==> src/rtl/vga_fb_arbiter.sv <==
// Frame-buffer arbiter: shares one single-port synchronous pixel RAM between
// VGA scanout reads (fixed 3-cycle latency, always win) and a buffered pixel
// writer whose beats drain into cycles where scanout is idle.

package vga_pkg;
  typedef struct packed {
    int unsigned WIDTH;
    int unsigned HEIGHT;
    int unsigned COL_BITS;
  } vga_res_cfg_t;

  localparam vga_res_cfg_t VGA_RESOLUTION_640X480_4BIT =
    '{WIDTH: 640, HEIGHT: 480, COL_BITS: 4};
endpackage

module vga_fb_arbiter
  import vga_pkg::*;
#(
  parameter vga_res_cfg_t CFG    = VGA_RESOLUTION_640X480_4BIT,
  parameter int unsigned  DEPTH  = 4,
  localparam int unsigned WIDTH  = CFG.WIDTH,
  localparam int unsigned HEIGHT = CFG.HEIGHT,
  localparam int unsigned ADDR_W = $clog2(CFG.WIDTH * CFG.HEIGHT),
  localparam int unsigned RW     = $clog2(CFG.HEIGHT),
  localparam int unsigned CW     = $clog2(CFG.WIDTH),
  localparam int unsigned PW     = 3 * CFG.COL_BITS,
  localparam int unsigned LW     = $clog2(DEPTH) + 1
) (
  input  logic              clk,
  input  logic              rst_n,
  input  logic              scan_req,
  input  logic [RW-1:0]     scan_row,
  input  logic [CW-1:0]     scan_col,
  output logic [PW-1:0]     scan_rgb,
  output logic              scan_valid,
  input  logic              wr_valid,
  output logic              wr_ready,
  input  logic [RW-1:0]     wr_row,
  input  logic [CW-1:0]     wr_col,
  input  logic [PW-1:0]     wr_rgb,
  output logic              ram_en,
  output logic              ram_we,
  output logic [ADDR_W-1:0] ram_addr,
  output logic [PW-1:0]     ram_wdata,
  input  logic [PW-1:0]     ram_rdata,
  output logic [LW-1:0]     fifo_level,
  output logic              drop_err,
  input  logic              err_clr
);

  localparam int unsigned PTR_W = $clog2(DEPTH);

  typedef logic [ADDR_W-1:0] addr_t;
  typedef logic [PW-1:0]     pix_t;

  // A coordinate addresses the frame only when both axes are inside it.
  function automatic logic in_range(input logic [RW-1:0] row, input logic [CW-1:0] col);
    return (32'(row) < HEIGHT) && (32'(col) < WIDTH);
  endfunction

  // Row-major linear address, formed wide and then cut to the RAM width.
  function automatic addr_t lin_addr(input logic [RW-1:0] row, input logic [CW-1:0] col);
    logic [31:0] full;
    full = 32'(row) * WIDTH + 32'(col);
    return full[ADDR_W-1:0];
  endfunction

  logic             run_q;
  addr_t            fifo_addr [DEPTH];
  pix_t             fifo_data [DEPTH];
  logic [PTR_W-1:0] wr_ptr;
  logic [PTR_W-1:0] rd_ptr;
  logic             fifo_empty;

  logic             scan_ok;
  logic             wr_ok;
  addr_t            scan_addr;
  addr_t            wr_addr;
  logic             accept;
  logic             push;
  logic             pop;
  logic             drop;

  logic             en_n;
  logic             we_n;
  addr_t            addr_n;
  pix_t             wdata_n;

  logic             vld_p0;
  logic             inr_p0;
  logic             vld_p1;
  logic             inr_p1;

  // Ready depends only on registers, so the writer never sees a combinational
  // path from its own valid or from scan_req.
  assign wr_ready   = run_q && (fifo_level != LW'(DEPTH));
  assign fifo_empty = (fifo_level == '0);

  assign scan_ok    = in_range(scan_row, scan_col);
  assign scan_addr  = lin_addr(scan_row, scan_col);
  assign wr_ok      = in_range(wr_row, wr_col);
  assign wr_addr    = lin_addr(wr_row, wr_col);

  // Out-of-range beats complete the handshake but never enter the FIFO.
  assign accept     = wr_valid && wr_ready;
  assign push       = accept && wr_ok;
  assign drop       = accept && !wr_ok;
  assign pop        = !scan_req && !fifo_empty;

  // Fixed-priority arbitration: scan read, else FIFO head write, else idle.
  always_comb begin
    en_n    = 1'b0;
    we_n    = 1'b0;
    addr_n  = ram_addr;
    wdata_n = ram_wdata;
    if (scan_req) begin
      if (scan_ok) begin
        en_n   = 1'b1;
        addr_n = scan_addr;
      end
    end else if (!fifo_empty) begin
      en_n    = 1'b1;
      we_n    = 1'b1;
      addr_n  = fifo_addr[rd_ptr];
      wdata_n = fifo_data[rd_ptr];
    end
  end

  // Stage p0: the arbitration decision lands on the RAM command pins.
  always_ff @(posedge clk or negedge rst_n) begin
    if (!rst_n) begin
      ram_en    <= 1'b0;
      ram_we    <= 1'b0;
      ram_addr  <= '0;
      ram_wdata <= '0;
    end else begin
      ram_en    <= en_n;
      ram_we    <= we_n;
      ram_addr  <= addr_n;
      ram_wdata <= wdata_n;
    end
  end

  // FIFO payload storage; only the pointers and level need a reset.
  always_ff @(posedge clk) begin
    if (push) begin
      fifo_addr[wr_ptr] <= wr_addr;
      fifo_data[wr_ptr] <= wr_rgb;
    end
  end

  // FIFO pointers and occupancy; push and pop together leave the level alone.
  always_ff @(posedge clk or negedge rst_n) begin
    if (!rst_n) begin
      wr_ptr     <= '0;
      rd_ptr     <= '0;
      fifo_level <= '0;
    end else begin
      if (push) wr_ptr <= wr_ptr + PTR_W'(1);
      if (pop)  rd_ptr <= rd_ptr + PTR_W'(1);
      case ({push, pop})
        2'b10:   fifo_level <= fifo_level + LW'(1);
        2'b01:   fifo_level <= fifo_level - LW'(1);
        default: fifo_level <= fifo_level;
      endcase
    end
  end

  // Scan tracking: p0 marks the cycle the strobe is on the pins, p1 the cycle
  // read data is returned; out-of-range requests ride along to yield zero.
  always_ff @(posedge clk or negedge rst_n) begin
    if (!rst_n) begin
      vld_p0 <= 1'b0;
      inr_p0 <= 1'b0;
      vld_p1 <= 1'b0;
      inr_p1 <= 1'b0;
    end else begin
      // Stage p0: request accepted, strobe on pins.
      vld_p0 <= scan_req;
      inr_p0 <= scan_req && scan_ok;
      // Stage p1: RAM read data present.
      vld_p1 <= vld_p0;
      inr_p1 <= inr_p0;
    end
  end

  // Stage p2: registered pixel returned to the scanout path.
  always_ff @(posedge clk or negedge rst_n) begin
    if (!rst_n) begin
      scan_valid <= 1'b0;
      scan_rgb   <= '0;
    end else begin
      scan_valid <= vld_p1;
      if (vld_p1) scan_rgb <= inr_p1 ? ram_rdata : '0;
    end
  end

  // Sticky drop flag; a new drop outranks a clear in the same cycle.
  always_ff @(posedge clk or negedge rst_n) begin
    if (!rst_n) begin
      drop_err <= 1'b0;
    end else if (drop) begin
      drop_err <= 1'b1;
    end else if (err_clr) begin
      drop_err <= 1'b0;
    end
  end

  // Writer is held off until the first clock after reset is released.
  always_ff @(posedge clk or negedge rst_n) begin
    if (!rst_n) run_q <= 1'b0;
    else        run_q <= 1'b1;
  end

endmodule

==> config.mk <==
export PLATFORM = sky130hd
export DESIGN_NAME = vga_fb_arbiter
export DESIGN_NICKNAME = d
export VERILOG_FILES = /design/src/rtl/vga_fb_arbiter.sv
export SDC_FILE = /design/constraint.sdc
export NUM_CORES = 1
export LEC_CHECK = 0
export ABC_AREA = 1
export CAP_MARGIN = 20
export CORE_ASPECT_RATIO = 1.75
export CORE_MARGIN = 2
export CORE_UTILIZATION = 48
export CTS_CLUSTER_SIZE = 28
export DETAILED_ROUTE_END_ITERATION = 8
export GPL_TIMING_DRIVEN = 0
export PLACE_DENSITY = 0.76
export SLEW_MARGIN = 15
export SYNTH_ARGS = -nofsm -noshare
export SYNTH_HDL_FRONTEND = slang
export SYNTH_SLANG_ARGS = --single-unit
==> constraint.sdc <==
create_clock -name clk -period 7.67 [get_ports clk]
set_input_delay 2.301 -clock clk [delete_from_list [all_inputs] [get_ports clk]]
set_output_delay 2.301 -clock clk [all_outputs]
set_load 0.05 [all_outputs]
Yosys cells after proc, flatten, opt, wreduce, memory -nomap -nowiden

Memories as Yosys holds them, arrays and structs flattened. A register that Yosys moved wholly into a read port is not among the register bits.
Cells that the tools add are included.

Memory bits (writable): 124
Bits in registers: 47
Output and inout bits: 51
Word-level logic and storage cells: 65
Memories kept: 2

Reductions and logical operators: 17
Multiply operators: 2
Equality and inequality tests: 5
Bitwise logic cells: 2
$add $sub $neg: 6
Magnitude comparators: 4
Muxes and demuxes: 13

Memory list:

| memory    | words | width | rd ports | clocked after Yosys merged registers in | wr ports | line | RTL |
|---|---|---|---|---|---|---|---|
| fifo_addr | 4     | 19    | 1        | 0                                       | 1        | 69   | `addr_t fifo_addr [DEPTH];` |
| fifo_data | 4     | 12    | 1        | 1                                       | 1        | 70   | `pix_t fifo_data [DEPTH];` |

Operators by type and width:

| operator                                                                | number |
|---|---|
| 19-bit two-way mux                                                      | 3 |
| 19-bit by 10-bit adder with 19-bit output                               | 2 |
| 9-bit by 3-bit multiplier with 12-bit output, second input constant     | 2 |
| 10-bit less-than comparator, second input constant                      | 2 |
| 9-bit less-than comparator, second input constant                       | 2 |
| 12-bit two-way mux                                                      | 1 |
| 1-bit logical AND                                                       | 8 |
| 1-bit two-way mux                                                       | 8 |
| 3-bit case mux with 2 select lines                                      | 1 |
| 2-bit by 1-bit adder with 2-bit output, second input constant           | 2 |
| 1-bit zero test                                                         | 4 |
| 2-bit AND reduction                                                     | 2 |
| 2-bit nonzero test                                                      | 2 |
| 3-bit by 1-bit adder with 3-bit output, second input constant           | 1 |
| 3-bit zero test                                                         | 1 |
| 3-bit inequality test, second input constant                            | 1 |
| 3-bit by 1-bit subtractor with 3-bit output, second input constant      | 1 |
| 2-bit by 1-bit equality test with 1-bit output, second input constant   | 1 |
| 2-bit equality test, second input constant                              | 1 |
| 2-bit by 1-bit inequality test with 1-bit output, second input constant | 1 |
| 2-bit inequality test, second input constant                            | 1 |
| 1-bit inverter                                                          | 2 |

Logic depth before layout (Yosys ltp)

Gate-level depths: netlist of run 1.

Word-level depth: 6
Depth in mapped cells: 14
Gate-level depth less buffers: 14

Worst setup path before layout of run 1

Ideal clock, no wire load.

Path type: input to register
From: input wr_col[8]
To: memory fifo_addr[0][0] (netlist bit) (enable)
Path slack: 3049 ps
Stages on the path: 5
Data required time: 7251 ps
Arrival: 4202 ps
Path through: o21ai_0 > o21ai_0 > nor2_1 > inv_1 > nor2_1

Longest elaborated chain between the ends: 5

RTL lines:

| item                                    | line | RTL |
|---|---|---|
| start, declared                         | 39   | `input logic [CW-1:0] wr_col,` |
| 10-bit less-than comparator             | 58   | `return (32'(row) < HEIGHT) && (32'(col) < WIDTH);` |
| 1-bit logical AND                       | 58   |  |
| 1-bit logical AND                       | 106  | `assign push = accept && wr_ok;` |
| 1-bit two-way mux                       | 146  | `if (push) begin` |
| 1-bit two-way mux (not written as such) | 147  | `fifo_addr[wr_ptr] <= wr_addr;` |
| end, declared                           | 69   |  |

Every way passes these cells.

Worst setup path after layout of run 1

From: input scan_req
To: register fifo_level[2]

Longest elaborated chain between the ends: 4
Elaborated cells between the ends (all ways): 6

RTL lines:

| item                                                                                         | line | RTL |
|---|---|---|
| start, declared                                                                              | 31   | `input logic scan_req,` |
| 1-bit zero test (*)                                                                          | 108  | `assign pop = !scan_req && !fifo_empty;` |
| 1-bit logical AND (*)                                                                        | 108  |  |
| via pop                                                                                      | 81   | `logic pop;` |
| 2-bit by 1-bit equality test with 1-bit output / 2-bit equality test (equally long branches) | 161  | `case ({push, pop})` |
| 3-bit case mux with 2 select lines / 2-bit nonzero test (equally long branches)              | -    |  |
| end signal, assigned                                                                         | 162  | `2'b10: fifo_level <= fifo_level + LW'(1);` |
| end signal, assigned                                                                         | 163  | `2'b01: fifo_level <= fifo_level - LW'(1);` |
| end signal, assigned                                                                         | 164  | `default: fifo_level <= fifo_level;` |
| end, declared                                                                                | 46   | `output logic [LW-1:0] fifo_level,` |

The timed path passes the listed nets; every way through them passes the cells marked *.
A chain may end at the register's enable or synchronous reset.

==> metrics.txt, run 1 <==
status finished, final reports clean; initial drt markers 311; worst skew pair latency 430 ps; Clock Tree Buf Depth 2; CP Data Arrival Time 5100 ps; sequence of cells on the critical path clkdlybuf4s50_1, a31oi_4, clkbuf_1, ha_1, inv_1, fa_1, a21oi_1, o21ai_0, xor2_1; setup TNS 0 ps; Logic pwr share 40.2%; WL/cell 16.2 um; RSZ-0062 raised after global routing false; Hold Path Class flop to flop; Worst Path Max Fanout 11; diodes inserted 0; largest net degree at the start of global routing 33; IO Port Bufs 117; Psw 1.46 mW; final setup margin 2880 ps; final period utilization 62.4%; io pins 118; CP max stage cell clkdlybuf4s50_1; Yosys cell types 37; final slew viol count 0; vias 6385; Worst setup EP type flop; post-DR vias/cell 5.31; maxcap violations 0; number of global-route vias before repair 6495; die width 105 um; share of cells above drive strength 1 7.41%; post-CTS setup buffers 0; gr usage total 21.4%; H-tree levels 4; Post-Route WL 19500 um; CP top delay family buffers and inverters; Worst-path clk slew 70 ps; Hold Vio Cnt, Final 0; hpwl dp 14100 um; total CTS buffers 17; fin crit period 4790 ps; Synth warnings 0; critical path's largest stage delay 640 ps; initial antenna violation count 0; grt ovf 0; Sink Count 183; post-synth top area share 43.8%; Die Y 180 um; flip-flop and latch count after synthesis 183; root buffer cell clkbuf_16; worst vdd ir 0.000221 V; Total Nets Final 1070; CTS Hold Bufs 0; Buf/Inv on CP 3; TritonCTS clock tree yes; post-synthesis cell area 8510 sq um; syn_area_per_cell 10.4 sq um; Final Setup Violations 0; internal power 2.14 mW; Crit Path Category primary input to flop; DRC Markers 0; Worst Skew 10.2 ps; Highest Clock Rate 209 MHz; number of fill cells 1441; Final GP Congestion 0.824; Max-slew headroom 59.1%; Synth Instances 818; Clk network pwr share 23.6%; Post-Syn Nets 929; worst slew pin tran 612 ps; total die area 18900 sq um; Reg power frac 36.2%; Pwr Density 336 nW/um^2; Layout area overhead 25.9%; multi-input logic area 2910 sq um; # rows 64; post-place setup slack 2510 ps; post_cts resized 0; initial core utilization 48.8%; DRT antenna net count 0; first-pass GRT wire length 31300 um; Pleak 4.30 nW; most area-consuming cells after synthesis edfxtp_1, dfrtp_1, nor2_1; Startpoint Class primary input; post-synthesis sequential area ratio 61.1%; switching share of power 40.5%; core area 17500 sq um; sequential cell area 5200 sq um; most area-hungry cell type in the Yosys netlist edfxtp_1; TritonRoute pass-1 iters 6; WP data required 7980 ps
-- cell type report --
type | count | share of cell area (%)
plain buffers | 31 | 1.30
clock buffers | 19 | 4.23
clock inverters | 13 | 1.28
inverters | 78 | 2.73
multi-input cells | 526 | 27.2
flip-flops and latches | 183 | 48.5
well taps | 231 | 2.70
repair buffers | 122 | 12.1
-- worst reg2reg max path, cell delays in order (launching register included) --
cell and delay [ps]:
dfrtp_1 400, inv_2 80, a31oi_4 430, clkbuf_1 510, ha_1 260, inv_1 70, fa_1 380, a21oi_1 160
o21ai_0 120, xor2_1 150
-- power groups by stage --
stage	registers (mW)	logic (mW)	clock network, mW
finish	1.30	1.45	0.849
global route	1.32	1.58	0.897
CTS	1.30	1.45	0.860
detailed placement	1.32	1.44	0
global placement	1.32	1.39	0
floorplan	1.64	0.610	0
-- flip-flops by register name, indices dropped and copies added, names as in the netlist, 2 cells and up --
register and cells:
fifo_addr 76, fifo_data 48, ram_addr 19, ram_wdata 12
scan_rgb 12, fifo_level 3, rd_ptr 2, wr_ptr 2
-- path summary, 6_finish.rpt --
path                               start       endpoint  slack, ps  cells past startpoint
setup / recovery                scan_req  fifo_level[2]       2880                      9
setup reg to reg           fifo_level[0]  fifo_level[2]       4980                      9
min in group asynchronous          rst_n   scan_rgb[10]       1790                      1
hold reg to reg                   vld_p0         vld_p1        350                      0
max in group asynchronous          rst_n    ram_addr[8]       5350                      2
hold / removal                    vld_p0         vld_p1        350                      0
-- synth_stat cells (all sizes together) --
library cell	count
xor2	15
nand3	51
nor3	1
a21o	1
o21ai	93
buf	14
nor3b	1
clkbuf	17
ha	39
a21oi	33
or2	2
clkinv	2
inv	76
conb	1
nand4	5
dfrtp	59
fa	5
o22ai	12
nor2	136
edfxtp	124
nand3b	3
xnor2	4
nand2	106
o211ai	2
a31oi	16
-- stage by stage --
stage	util [%]	cell area [sq um]	hold slack [ps]	instances	total power, mW
2_1_floorplan	-	8510	331	818	2.25
3_3_place_gp	57.1	9970	335	1166	2.71
3_5_place_dp	58.0	10100	335	1171	2.76
4_1_cts	61.4	10700	353	1203	3.61
5_1_grt	61.4	10700	355	1203	3.79
6_report	61.4	10700	351	1203	3.59
-- layer usage --
| layer | track usage (%) | share of wire (%) | wire [um] | vias up |
|---|---|---|---|---|
| li1 | - | - | - | 3072 |
| met1 | 22.0 | 37 | 7190 | 3043 |
| met2 | 41.0 | 55 | 10700 | 212 |
| met3 | 3.40 | 4.1 | 792 | 58 |
| met4 | 10.9 | 3.9 | 762 | 0 |
| met5 | 0 | 0 | 0 | - |
-- cells in the final DEF, fill, tap and decap left out, types with 4 or more instances in the layout --
master,netlist,final
inv_2,5,5
nor2_1,132,128
a21oi_1,33,33
clkbuf_1,16,16
nand3_1,51,51
nand4_1,5,5
o22ai_1,12,12
o21ai_0,90,90
inv_1,71,71
ha_1,39,39
dfrtp_1,59,59
a31oi_1,15,15
edfxtp_1,124,124
buf_2,12,12
fa_1,5,5
nand2_1,105,105
clkbuf_16,0,17
xor2_1,14,14
nor2_2,4,4
nor2_4,0,4
clkdlybuf4s50_1,0,116
-- cell families (layout without fill, tap and decap cells) --
logic type	after synthesis	in the layout	share of synthesized area (%)
and+or+nand+nor	305	305	14.8
other	1	1	0.0441
buffers and inverters	109	263	5.07
xor gates and xnor gates	19	19	2.13
DFF	183	183	61.1
adders and majority gates	44	44	6.91
AOI/OAI and AO/OA	157	157	9.97
No activity file was read; power rests on OpenSTA's default activity.
==> run 2, diff against run 1 <==
--- a/config.mk
+++ b/config.mk
@@ -13,7 +13,7 @@
 export CTS_CLUSTER_SIZE = 28
 export DETAILED_ROUTE_END_ITERATION = 8
 export GPL_TIMING_DRIVEN = 0
-export PLACE_DENSITY = 0.76
+export PLACE_DENSITY = 0.79
 export SLEW_MARGIN = 15
 export SYNTH_ARGS = -nofsm -noshare
 export SYNTH_HDL_FRONTEND = slang
==> constraint.sdc (replaced) <==
create_clock -name clk -period 4.06 [get_ports clk]
set_input_delay 1.218 -clock clk [delete_from_list [all_inputs] [get_ports clk]]
set_output_delay 1.218 -clock clk [all_outputs]
set_load 0.05 [all_outputs]
==> run 2 against run 1 <==
Design area increased by 0.12%. Clock skew increased by 0.55 ps. Routed wire length up 2.3%.
==> metrics.txt, run 2 (synthesis gave the netlist of run 1 again) <==
status finished, final reports clean; first-pass GRT wire length 31900 um; maxcap violations 0; post_cts resized 0; final period utilization 90.3%; share of cells above drive strength 1 7.30%; Worst-path clk slew 70 ps; core area 17500 sq um; critical path's largest stage delay 620 ps; gr usage total 21.8%; worst skew pair latency 440 ps; commonest non-fill, non-tap cell in the layout nor2_1; setup TNS 0 ps; largest net degree at the start of global routing 56; Pwr Density 638 nW/um^2; initial antenna violation count 1; Die Y 180 um; Hold Path Class flop to flop; initial core utilization 48.8%; Post-Layout Cell Count 1204; # rows 64; Worst Path Max Fanout 11; IO Port Bufs 117; Post-Route WL 19900 um; root buffer cell clkbuf_16; Sink Count 183; Crit Path Category primary input to flop; die width 105 um; io pins 118; Hold Vio Cnt, Final 0; placed inst area 10100 sq um; Worst setup EP type flop; initial drt markers 409; Startpoint Class primary input; Highest Clock Rate 273 MHz; post-CTS setup buffers 0; post-place setup slack -14.9 ps; M1 WL 7420 um; vias 6435; Cells after DPL 1171; Worst Skew 10.8 ps; uppermost layer routed met4; final slew viol count 0; WP data required 4380 ps; sequence of cells on the critical path clkdlybuf4s50_1, a31oi_4, clkbuf_1, ha_1, inv_1, fa_1, a21oi_1, o21ai_0, xor2_1; worst slew pin tran 639 ps; number of global-route vias before repair 6593; Top Registers fifo_addr: 76 flops, fifo_data: 48 flops, ram_addr: 19 flops; met3 routed WL 959 um; Pleak 4.30 nW; grt ovf 0; Layout area overhead 26.0%; WL/cell 16.5 um; CP max stage cell clkdlybuf4s50_1; post-DR vias/cell 5.34; H-tree levels 4; hpwl dp 13900 um; CTS Hold Bufs 0; DRT antenna net count 0; commonest non-fill, non-tap cells in the layout nor2_1, edfxtp_1, clkdlybuf4s50_1, nand2_1, o21ai_0; max reg flops 76; TritonCTS clock tree yes; Clock Tree Buf Depth 2; DRC Markers 0; total die area 18900 sq um; Total Nets Final 1070; met2 wire length 10700 um; Max-slew headroom 57.4%; final instance area 10700 sq um; CP Data Arrival Time 3980 ps; Final Setup Violations 0; RSZ-0062 raised after global routing false; worst vdd ir 0.000503 V; final setup margin 395 ps; Final GP Congestion 0.842; TritonRoute pass-1 iters 5; fin crit period 3660 ps; total CTS buffers 17; Reg with most FFs fifo_addr
run 2: changes by cell type in the layout (fill, tap and decap cells not counted), sizes merged:
| cell | delta |
|---|---|
| bufinv | +1 |
| clkbuf | -2 |
| clkinv | -1 |
| clkinvlp | +1 |
| diode | +1 |
| inv | +1 |
run 2: final cells by class:
cell class / count / area (sq um)
buffer: 31 / 139
clock inverter: 15 / 160
inverter: 78 / 293
sequential: 183 / 5200
antenna: 1 / 2.50
tap: 231 / 289
multi-input combinational: 526 / 2910
clock buffer: 17 / 425
timing repair buffer: 122 / 1310
fill: 1403 / 6730
run 2: per-stage QoR:
step	power [mW]	util [%]	hold slack [ps]
floorplan	4.25	-	331
global placement	5.12	57.1	335
detailed placement	5.22	58.1	341
CTS	6.86	61.4	358
global route	7.18	61.4	362
finish	6.84	61.4	352
run 2: critical path: cells and delay by family:
family | cells | cell delay, ps
XOR/XNOR | 1 | 150
buffers and inverters | 3 | 1230
adder cells (fa/ha/maj) | 2 | 630
AO/OA/AOI/OAI | 3 | 750
run 2: where the power goes:
part / switching, mW / internal, mW / leakage [nW] / total, mW
sequential: 0.147 / 2.31 / 1.83 / 2.46
clock: 0.765 / 0.872 / 0.286 / 1.64
combinational: 1.86 / 0.879 / 2.18 / 2.74
run 2: metal layers:
metal,track usage [%],vias up
met3,3.76,63
met4,12.3,0
met2,40.2,234
li1,-,3088
met5,0,-
met1,23.0,3050
run 2: worst paths after layout:
path	slack, ps	to	cells after the start	startpoint
max reg2reg	1390	fifo_level[2]	9	fifo_level[0]
min reg2reg	350	vld_p1	0	vld_p0
max in group asynchronous	2990	ram_addr[8]	2	rst_n
min	350	vld_p1	0	vld_p0
max	400	fifo_level[2]	9	scan_req
min in group asynchronous	580	scan_rgb[2]	1	rst_n
==> run 3, diff against run 2 <==
--- a/config.mk
+++ b/config.mk
@@ -9,11 +9,11 @@
 export CAP_MARGIN = 20
 export CORE_ASPECT_RATIO = 1.75
 export CORE_MARGIN = 2
-export CORE_UTILIZATION = 48
+export CORE_UTILIZATION = 50
 export CTS_CLUSTER_SIZE = 28
 export DETAILED_ROUTE_END_ITERATION = 8
 export GPL_TIMING_DRIVEN = 0
-export PLACE_DENSITY = 0.79
+export PLACE_DENSITY = 0.82
 export SLEW_MARGIN = 15
 export SYNTH_ARGS = -nofsm -noshare
 export SYNTH_HDL_FRONTEND = slang
==> run 3 against run 2 <==
Routed wire length is 0.75% lower. Die area is 3.9% lower. Design area is 0.21% lower. Final cell count is 0.42% lower. Flip-flop and latch count stayed put. Critical path type unchanged. Largest cell class unchanged. Largest power group unchanged. Total power is 0.68% lower. Sequential power hardly changed. Worst setup slack worse by 34 ps. Critical path depth stayed put. Global-route usage is 0.72 points higher. Via count is 0.33% lower.
==> metrics.txt, run 3 (synthesis gave the netlist of run 1 again) <==
io pins 118; final slew viol count 0; Final GP Congestion 0.855; Pwr Density 635 nW/um^2; switching share of power 40.7%; Logic pwr share 40.4%; CP top delay family buffers and inverters; Worst Skew 10.8 ps; diodes inserted 0; commonest non-fill, non-tap cells in the layout nor2_1, edfxtp_1, clkdlybuf4s50_1, nand2_1, o21ai_0; initial drt markers 334; multi-input logic area 2910 sq um; post-place setup slack 16.4 ps; fin crit period 3700 ps; post-DR vias/cell 5.35; WP data required 4370 ps; worst slew pin tran 612 ps; number of global-route vias before repair 6528; Post-Layout Cell Count 1199; Tot Pwr 6.79 mW; Psw 2.76 mW; gr usage total 22.5%; first-pass GRT wire length 31100 um; CP max stage cell clkdlybuf4s50_1; RSZ-0062 raised after global routing false; critical path's largest stage delay 630 ps; CTS Hold Bufs 0; root buffer cell clkbuf_16; total die area 18100 sq um; Total Nets Final 1070; Layout area overhead 25.7%; number of fill cells 1251; Highest Clock Rate 270 MHz; sequence of cells on the critical path clkdlybuf4s50_1, a31oi_4, clkbuf_1, ha_1, inv_1, fa_1, a21oi_1, o21ai_0, xor2_1; Startpoint Class primary input; initial core utilization 50.7%; Sink Count 183; Max-slew headroom 59.2%; Worst Path Max Fanout 11; DRT antenna net count 0; Final Setup Violations 0; H-tree levels 4; worst skew pair latency 430 ps; maxcap violations 0; Hold Path Class flop to flop; Pleak 4.30 nW; worst vdd ir 0.000406 V; post-CTS setup buffers 0; final setup margin 361 ps; CP Data Arrival Time 4010 ps; share of cells above drive strength 1 7.41%; max reg flops 76; Post-Route WL 19800 um; setup TNS 0 ps; TritonCTS clock tree yes; TritonRoute pass-1 iters 5; grt ovf 0; internal power 4.03 mW; Clock Tree Buf Depth 2; IO Port Bufs 117; Worst setup EP type flop; Clk network pwr share 23.2%; post_cts resized 0; hpwl dp 14000 um; WL/cell 16.5 um; Cells after DPL 1167; Top Registers fifo_addr: 76 flops, fifo_data: 48 flops, ram_addr: 19 flops; core area 16800 sq um; sequential cell area 5200 sq um; Buf/Inv on CP 3; Die Y 177 um; vias 6414; placed inst area 10100 sq um; final period utilization 91.1%; total CTS buffers 17; largest net degree at the start of global routing 56; Hold Vio Cnt, Final 0; initial antenna violation count 0; Crit Path Category primary input to flop; Reg with most FFs fifo_addr; status finished, final reports clean; commonest non-fill, non-tap cell in the layout nor2_1; die width 103 um; # rows 63; worst reg-to-reg setup slack 1360 ps; final instance area 10700 sq um; DRC Markers 0; Worst-path clk slew 70 ps; Reg power frac 36.3%
-- run 3: power groups by stage --
| stage | Clock [mW] | Combinational, mW | Sequential (mW) |
|---|---|---|---|
| floorplan | 0 | 1.15 | 3.10 |
| global placement | 0 | 2.62 | 2.50 |
| detailed placement | 0 | 2.73 | 2.50 |
| CTS | 1.60 | 2.75 | 2.47 |
| global route | 1.68 | 2.96 | 2.49 |
| finish | 1.58 | 2.75 | 2.47 |
-- run 3: final timing paths --
path                               startpoint             to  depth (start not counted)
worst max-delay path                 scan_req  fifo_level[2]                          9
worst max register to register  fifo_level[1]  fifo_level[2]                          9
max in group asynchronous               rst_n    ram_addr[9]                          2
min in group asynchronous               rst_n    scan_rgb[5]                          1
worst min register to register         inr_p0         inr_p1                          0
worst min-delay path                   inr_p0         inr_p1                          0
-- run 3: through the flow --
step / utilization (%) / hold WS, ps
after floorplan: - / 331
after global placement: 59.4 / 336
after detailed placement: 60.3 / 336
after CTS: 63.7 / 352
after global routing: 63.7 / 362
final: 63.7 / 351
-- run 3: layout make-up --
cell class	instances	share of cell area, %
Clock inverter	13	1.16
Multi-Input combinational cell	526	27.2
Buffer	31	1.30
Sequential cell	183	48.6
Inverter	78	2.74
Tap cell	227	2.65
Timing Repair Buffer	122	12.2
Clock buffer	19	4.17
-- run 3: per-layer routing --
metal | vias to the layer above | share of wire (%) | track usage [%]
met2 | 257 | 55 | 41.5
met5 | - | 0 | 0
met4 | 0 | 3.5 | 11.2
met3 | 49 | 4.6 | 3.25
met1 | 3024 | 37 | 24.2
li1 | 3084 | - | -
